===== config.mk =====
export PLATFORM = sky130hd
export DESIGN_NAME = axi4_lite_req_arbiter
export DESIGN_NICKNAME = d
export VERILOG_FILES = /design/src/rtl/axi4_lite_req_arbiter.sv
export SDC_FILE = /design/constraint.sdc
export NUM_CORES = 1
export LEC_CHECK = 0
export ABC_AREA = 1
export CORE_AREA = 3 3 134 136
export CTS_CLUSTER_DIAMETER = 120
export DETAILED_ROUTE_END_ITERATION = 12
export DIE_AREA = 0 0 137 139
export PLACE_DENSITY = 0.78
export SETUP_SLACK_MARGIN = 0.05
export SLEW_MARGIN = 0
export SYNTH_ARGS = -nofsm -noshare
export SYNTH_HDL_FRONTEND = slang
export SYNTH_SLANG_ARGS = --single-unit

===== constraint.sdc =====
create_clock -name clk -period 4.44 [get_ports clk]
set_clock_uncertainty 0.15 [all_clocks]
set_input_delay 0.888 -clock clk [delete_from_list [all_inputs] [get_ports clk]]
set_output_delay 0.888 -clock clk [all_outputs]
set_load 0.02 [all_outputs]

===== src/rtl/axi4_lite_req_arbiter.sv =====
// Round-robin arbiter that lets NUM_REQ local requesters share one AXI4-Lite master port.
// Each granted command is run to completion (AW+W+B or AR+R) before the next grant.
module axi4_lite_req_arbiter #(
    parameter int NUM_REQ       = 2,
    parameter int ADDRESS_WIDTH = 32,
    parameter int DATA_WIDTH    = 32
) (
    input  logic                               clk,
    input  logic                               rst_n,
    input  logic [NUM_REQ-1:0]                 req,
    input  logic [NUM_REQ-1:0]                 req_we,
    input  logic [NUM_REQ*ADDRESS_WIDTH-1:0]   req_addr,
    input  logic [NUM_REQ*DATA_WIDTH-1:0]      req_wdata,
    input  logic [NUM_REQ*(DATA_WIDTH/8)-1:0]  req_wstrb,
    output logic [NUM_REQ-1:0]                 gnt,
    output logic [NUM_REQ-1:0]                 done,
    output logic [DATA_WIDTH-1:0]              rdata_out,
    output logic [1:0]                         resp_out,
    output logic                               busy,
    output logic                               awvalid,
    input  logic                               awready,
    output logic [ADDRESS_WIDTH-1:0]           awaddr,
    output logic                               wvalid,
    input  logic                               wready,
    output logic [DATA_WIDTH-1:0]              wdata,
    output logic [DATA_WIDTH/8-1:0]            wstrb,
    input  logic                               bvalid,
    output logic                               bready,
    input  logic [1:0]                         bresp,
    output logic                               arvalid,
    input  logic                               arready,
    output logic [ADDRESS_WIDTH-1:0]           araddr,
    input  logic                               rvalid,
    output logic                               rready,
    input  logic [DATA_WIDTH-1:0]              rdata,
    input  logic [1:0]                         rresp,
    output logic [2:0]                         dbg_state_o
);
    // Handshakes: a transfer happens on a rising edge where valid && ready; a
    // valid, once raised, is held with stable payload until that edge.
    localparam int STRB_W = DATA_WIDTH / 8;
    localparam int PTR_W  = (NUM_REQ > 1) ? $clog2(NUM_REQ) : 1;

    typedef enum logic [2:0] {
        IDLE    = 3'd0,
        WR_AW_W = 3'd1,
        WR_RESP = 3'd2,
        RD_AR   = 3'd3,
        RD_DATA = 3'd4
    } state_e;

    state_e                   state_q, state_d;
    logic [PTR_W-1:0]         ptr_q, ptr_d;
    logic [PTR_W-1:0]         win_q, win_d;
    logic [NUM_REQ-1:0]       gnt_q, gnt_d;
    logic [NUM_REQ-1:0]       done_q, done_d;
    logic [DATA_WIDTH-1:0]    rdata_q, rdata_d;
    logic [1:0]               resp_q, resp_d;
    logic                     awvalid_q, awvalid_d;
    logic                     wvalid_q, wvalid_d;
    logic                     bready_q, bready_d;
    logic                     arvalid_q, arvalid_d;
    logic                     rready_q, rready_d;
    logic [ADDRESS_WIDTH-1:0] awaddr_q, awaddr_d;
    logic [ADDRESS_WIDTH-1:0] araddr_q, araddr_d;
    logic [DATA_WIDTH-1:0]    wdata_q, wdata_d;
    logic [STRB_W-1:0]        wstrb_q, wstrb_d;

    logic                     found;
    logic [PTR_W-1:0]         cand;
    logic [PTR_W-1:0]         win_idx;

    // First requester at or after the pointer, wrapping modulo NUM_REQ.
    always_comb begin
        found   = 1'b0;
        cand    = '0;
        win_idx = '0;
        for (int i = 0; i < NUM_REQ; i++) begin
            cand = PTR_W'((int'(ptr_q) + i) % NUM_REQ);
            if (!found && req[cand]) begin
                found   = 1'b1;
                win_idx = cand;
            end
        end
    end

    always_comb begin
        state_d   = state_q;
        ptr_d     = ptr_q;
        win_d     = win_q;
        gnt_d     = '0;
        done_d    = '0;
        rdata_d   = rdata_q;
        resp_d    = resp_q;
        awvalid_d = awvalid_q;
        wvalid_d  = wvalid_q;
        bready_d  = bready_q;
        arvalid_d = arvalid_q;
        rready_d  = rready_q;
        awaddr_d  = awaddr_q;
        araddr_d  = araddr_q;
        wdata_d   = wdata_q;
        wstrb_d   = wstrb_q;
        unique case (state_q)
            IDLE: begin
                if (found) begin
                    win_d          = win_idx;
                    gnt_d[win_idx] = 1'b1;
                    ptr_d          = (win_idx == PTR_W'(NUM_REQ - 1)) ? '0 : win_idx + 1'b1;
                    if (req_we[win_idx]) begin
                        awaddr_d  = req_addr[win_idx*ADDRESS_WIDTH +: ADDRESS_WIDTH];
                        wdata_d   = req_wdata[win_idx*DATA_WIDTH +: DATA_WIDTH];
                        wstrb_d   = req_wstrb[win_idx*STRB_W +: STRB_W];
                        awvalid_d = 1'b1;
                        wvalid_d  = 1'b1;
                        state_d   = WR_AW_W;
                    end else begin
                        araddr_d  = req_addr[win_idx*ADDRESS_WIDTH +: ADDRESS_WIDTH];
                        arvalid_d = 1'b1;
                        state_d   = RD_AR;
                    end
                end
            end
            WR_AW_W: begin
                // AW and W retire independently; a low valid means that channel is already done.
                awvalid_d = awvalid_q && !awready;
                wvalid_d  = wvalid_q && !wready;
                if (!awvalid_d && !wvalid_d) begin
                    bready_d = 1'b1;
                    state_d  = WR_RESP;
                end
            end
            WR_RESP: begin
                if (bvalid && bready_q) begin
                    bready_d      = 1'b0;
                    done_d[win_q] = 1'b1;
                    resp_d        = bresp;
                    state_d       = IDLE;
                end
            end
            RD_AR: begin
                if (arready) begin
                    arvalid_d = 1'b0;
                    rready_d  = 1'b1;
                    state_d   = RD_DATA;
                end
            end
            RD_DATA: begin
                if (rvalid && rready_q) begin
                    rready_d      = 1'b0;
                    rdata_d       = rdata;
                    resp_d        = rresp;
                    done_d[win_q] = 1'b1;
                    state_d       = IDLE;
                end
            end
            default: state_d = IDLE;
        endcase
    end

    always_ff @(posedge clk or negedge rst_n) begin
        if (!rst_n) begin
            state_q   <= IDLE;
            ptr_q     <= '0;
            win_q     <= '0;
            gnt_q     <= '0;
            done_q    <= '0;
            rdata_q   <= '0;
            resp_q    <= '0;
            awvalid_q <= 1'b0;
            wvalid_q  <= 1'b0;
            bready_q  <= 1'b0;
            arvalid_q <= 1'b0;
            rready_q  <= 1'b0;
            awaddr_q  <= '0;
            araddr_q  <= '0;
            wdata_q   <= '0;
            wstrb_q   <= '0;
        end else begin
            state_q   <= state_d;
            ptr_q     <= ptr_d;
            win_q     <= win_d;
            gnt_q     <= gnt_d;
            done_q    <= done_d;
            rdata_q   <= rdata_d;
            resp_q    <= resp_d;
            awvalid_q <= awvalid_d;
            wvalid_q  <= wvalid_d;
            bready_q  <= bready_d;
            arvalid_q <= arvalid_d;
            rready_q  <= rready_d;
            awaddr_q  <= awaddr_d;
            araddr_q  <= araddr_d;
            wdata_q   <= wdata_d;
            wstrb_q   <= wstrb_d;
        end
    end

    assign gnt         = gnt_q;
    assign done        = done_q;
    assign rdata_out   = rdata_q;
    assign resp_out    = resp_q;
    assign busy        = (state_q != IDLE);
    assign awvalid     = awvalid_q;
    assign awaddr      = awaddr_q;
    assign wvalid      = wvalid_q;
    assign wdata       = wdata_q;
    assign wstrb       = wstrb_q;
    assign bready      = bready_q;
    assign arvalid     = arvalid_q;
    assign araddr      = araddr_q;
    assign rready      = rready_q;
    assign dbg_state_o = state_q;

endmodule


==> reports/summary.txt <==
Ys Warns - 0
CP max stage cell - clkdlybuf4s50_1
Gate Count Post-Synth - 883
Hold buffer count at CTS - 0
First-pass GRT wire length - 34,100 um
WP data arrival - 1.86 ns
Drt first pass iters - 5
Worst-skew pair later-pin latency - 0.41 ns
Most frequently used flop master after synthesis - dfrtp_1
CP startpoint kind - flop
Clk sinks - 148
Ys async rst share - 100%
Crit path max fanout - 8
Status - finished, final reports clean
Final setup vio count - 0
Total global routing overflow - 0
Final min period - 2.90 ns
Hold/Removal Path Class - reg2reg
Initial antenna violation count - 1
Power Dens Cells - 637 nW/um2
Flops & latches, synth - 148
Detailed Place HPWL - 15,400 um
IO Port Bufs - 329
RR Startpoint - dbg_state_o[0]
Seq/Total Area, Yosys - 55.3%
Initial Utilization - 39.2%
Final nets - 1,375
Critical Path Sink Type - output pin
Delay of the slowest cell on the worst path - 0.68 ns
CTS H-Tree Depth - 4
TritonCTS clock tree - built
Vias in the first global route - 6,492
WL final - 21,600 um
Area of the die - 19,000 um2
Die Wd - 137 um
Peak Freq - 0.345 GHz
Max VDD drop - 322 uV
ANT nets after route - 0
Area leader, netlist - dfrtp_1
Final WS setup - 1.54 ns
Clock Path Buffers - 2
Clock Tree Root - clkbuf_16
Core ar. - 17,100 um2
Fin. max-slew vios - 0
Routed via count - 6,725
Setup TNS - 0 ns
Total CTS buffers - 17
Layout cells sized above 1 - 4.48%
Max-cap violations - 0
Number of remaining DRC errors - 0
Slew of the pin with the lowest slew margin - 0.963 ns
Setup crit start - dbg_state_o[2]
Synth top cells by count - 563 x nand2_1, 148 x dfrtp_1, 75 x nand3_1
Syn Nets - 1,066
# diodes - 0
WL/cell - 15.1 um
Syn avg cell area - 7.58 um2
# IOs - 330
Synth area leaders - dfrtp_1 55%, nand2_1 32%, nand3_1 5.6%
Finished Core Util - 62.6%
EDFF count, synth - 0
Clock slew at reported path FFs - 0.06 ns
Final period util - 65.2%
Top-count cell post-synth - nand2_1
Area of the mapped netlist - 6690 um2
DRT iter0 DRCs - 309
CP Data Required Time - 3.40 ns
CP Cell Sequence - inv_1 > nand2_2 > clkdlybuf4s50_1
Leakage - 5.43 nW
Die Height - 139 um
Fillers - 1,508
Final hold viol count - 0
Post-synth top area share - 55.3%
Final GP Congestion - 0.802
DR vias/cell - 4.70
Kind of critical path - reg2out
Hold slack - 0.279 ns
FP Rows - 48
Synth unique cells - 21
Worst r2r path cells - 7
Critical Path End - busy
Slew HR - 35.7%
Setup WS pre-CTS - 1.39 ns
RSZ-0062 raised after global routing - no
Largest net degree at the start of global routing - 106
Buffers inserted during post-CTS setup optimization - 0
Post-CTS sizing - 0
Area Growth Syn to Fin - 59.5%
GRT Overall Usage - 22.6%
Critical R2R Capture - rdata_out[24]
Flop-to-flop setup slack - 2.07 ns
-- report_power, final --
part | internal (mW) | leakage, nW | switching (mW)
Sequential | 1.89 | 1.90 | 0.323
Combinational | 1.39 | 3.26 | 1.79
Clock | 0.819 | 0.282 | 0.599
Total | 4.09 | 5.43 | 2.71
-- critical path, delay by kind of cell, from the launching register on --
family                 cells  cell delay, ns
AND/OR/NAND/NOR            1            0.17
flip-flops                 1            0.47
buffers and inverters      2            0.81
-- final cells by class --
type                    count  area [um2]  area share (%)
flip-flops and latches    148        3700            34.7
repair buffers            338        3360            31.4
multi-input cells         668        2670            25.0
clock buffers              19         453            4.24
well taps                 225         282            2.64
clock inverters            13         141            1.32
inverters                  19        71.3           0.668
-- layout by cell type, fill, tap and decap left out --
cell,synthesis,layout
a21oi_1,1,1
a22oi_1,2,2
buf_2,9,1
buf_4,3,9
buf_6,6,1
bufinv_16,0,1
clkbuf_16,0,17
clkbuf_8,0,2
clkdlybuf4s50_1,0,327
clkinv_4,0,3
clkinv_8,0,1
clkinvlp_4,0,3
dfrtp_1,148,148
inv_1,16,16
inv_2,3,3
inv_6,0,4
inv_8,0,1
nand2_1,563,563
nand2_2,4,4
nand3_1,75,75
nand3b_1,1,1
nand4_1,1,1
nor2_1,10,10
nor2_2,1,1
nor2_4,3,3
o21a_1,1,1
o21ai_0,3,3
o21bai_1,3,3
-- registers in the layout, indices dropped and copies added, names as in the netlist --
signal and cells:
araddr 32, awaddr 32, rdata_out 32, wdata 32, wstrb 4, dbg_state_o 3, done 2, gnt 2
resp_out 2, arvalid 1, awvalid 1, bready 1, ptr_q 1, rready 1, win_q 1, wvalid 1
-- through the flow --
step / area [um2] / instances / power [mW]
6_report: 10700 / 1430 / 6.81
5_1_grt: 10700 / 1430 / 7.25
4_1_cts: 10700 / 1430 / 6.88
3_5_place_dp: 10100 / 1398 / 5.43
3_3_place_gp: 10100 / 1398 / 5.37
2_1_floorplan: 6690 / 883 / 3.84
-- logic make-up (layout without fill, tap and decap cells) --
| logic type | count (synthesis) | count (layout) | share of synthesized area [%] |
|---|---|---|---|
| simple gates | 658 | 658 | 38.9 |
| buf+inv | 67 | 389 | 4.77 |
| flops | 148 | 148 | 55.3 |
| compound gates | 10 | 10 | 0.972 |
-- worst min-delay path by stage --
| stage | slack [ns] | depth (start not counted) | endpoint | from |
|---|---|---|---|---|
| after floorplan | 0.25 | 1 | done[0] | win_q |
| after global placement | 0.26 | 1 | done[0] | win_q |
| after detailed placement | 0.27 | 1 | done[0] | win_q |
| after CTS | 0.28 | 1 | done[0] | win_q |
| after global routing | 0.30 | 1 | done[0] | win_q |
| final | 0.28 | 1 | done[0] | win_q |
-- routing by layer --
metal	share of wire (%)	wire (um)	GRT usage [%]
met3	9.4	2020	8.16
met5	0.060	13	0
met2	48	10400	37.9
met1	40	8580	27.2
met4	2.4	514	6.72
Note: power is estimated with default switching activity, not from simulation.
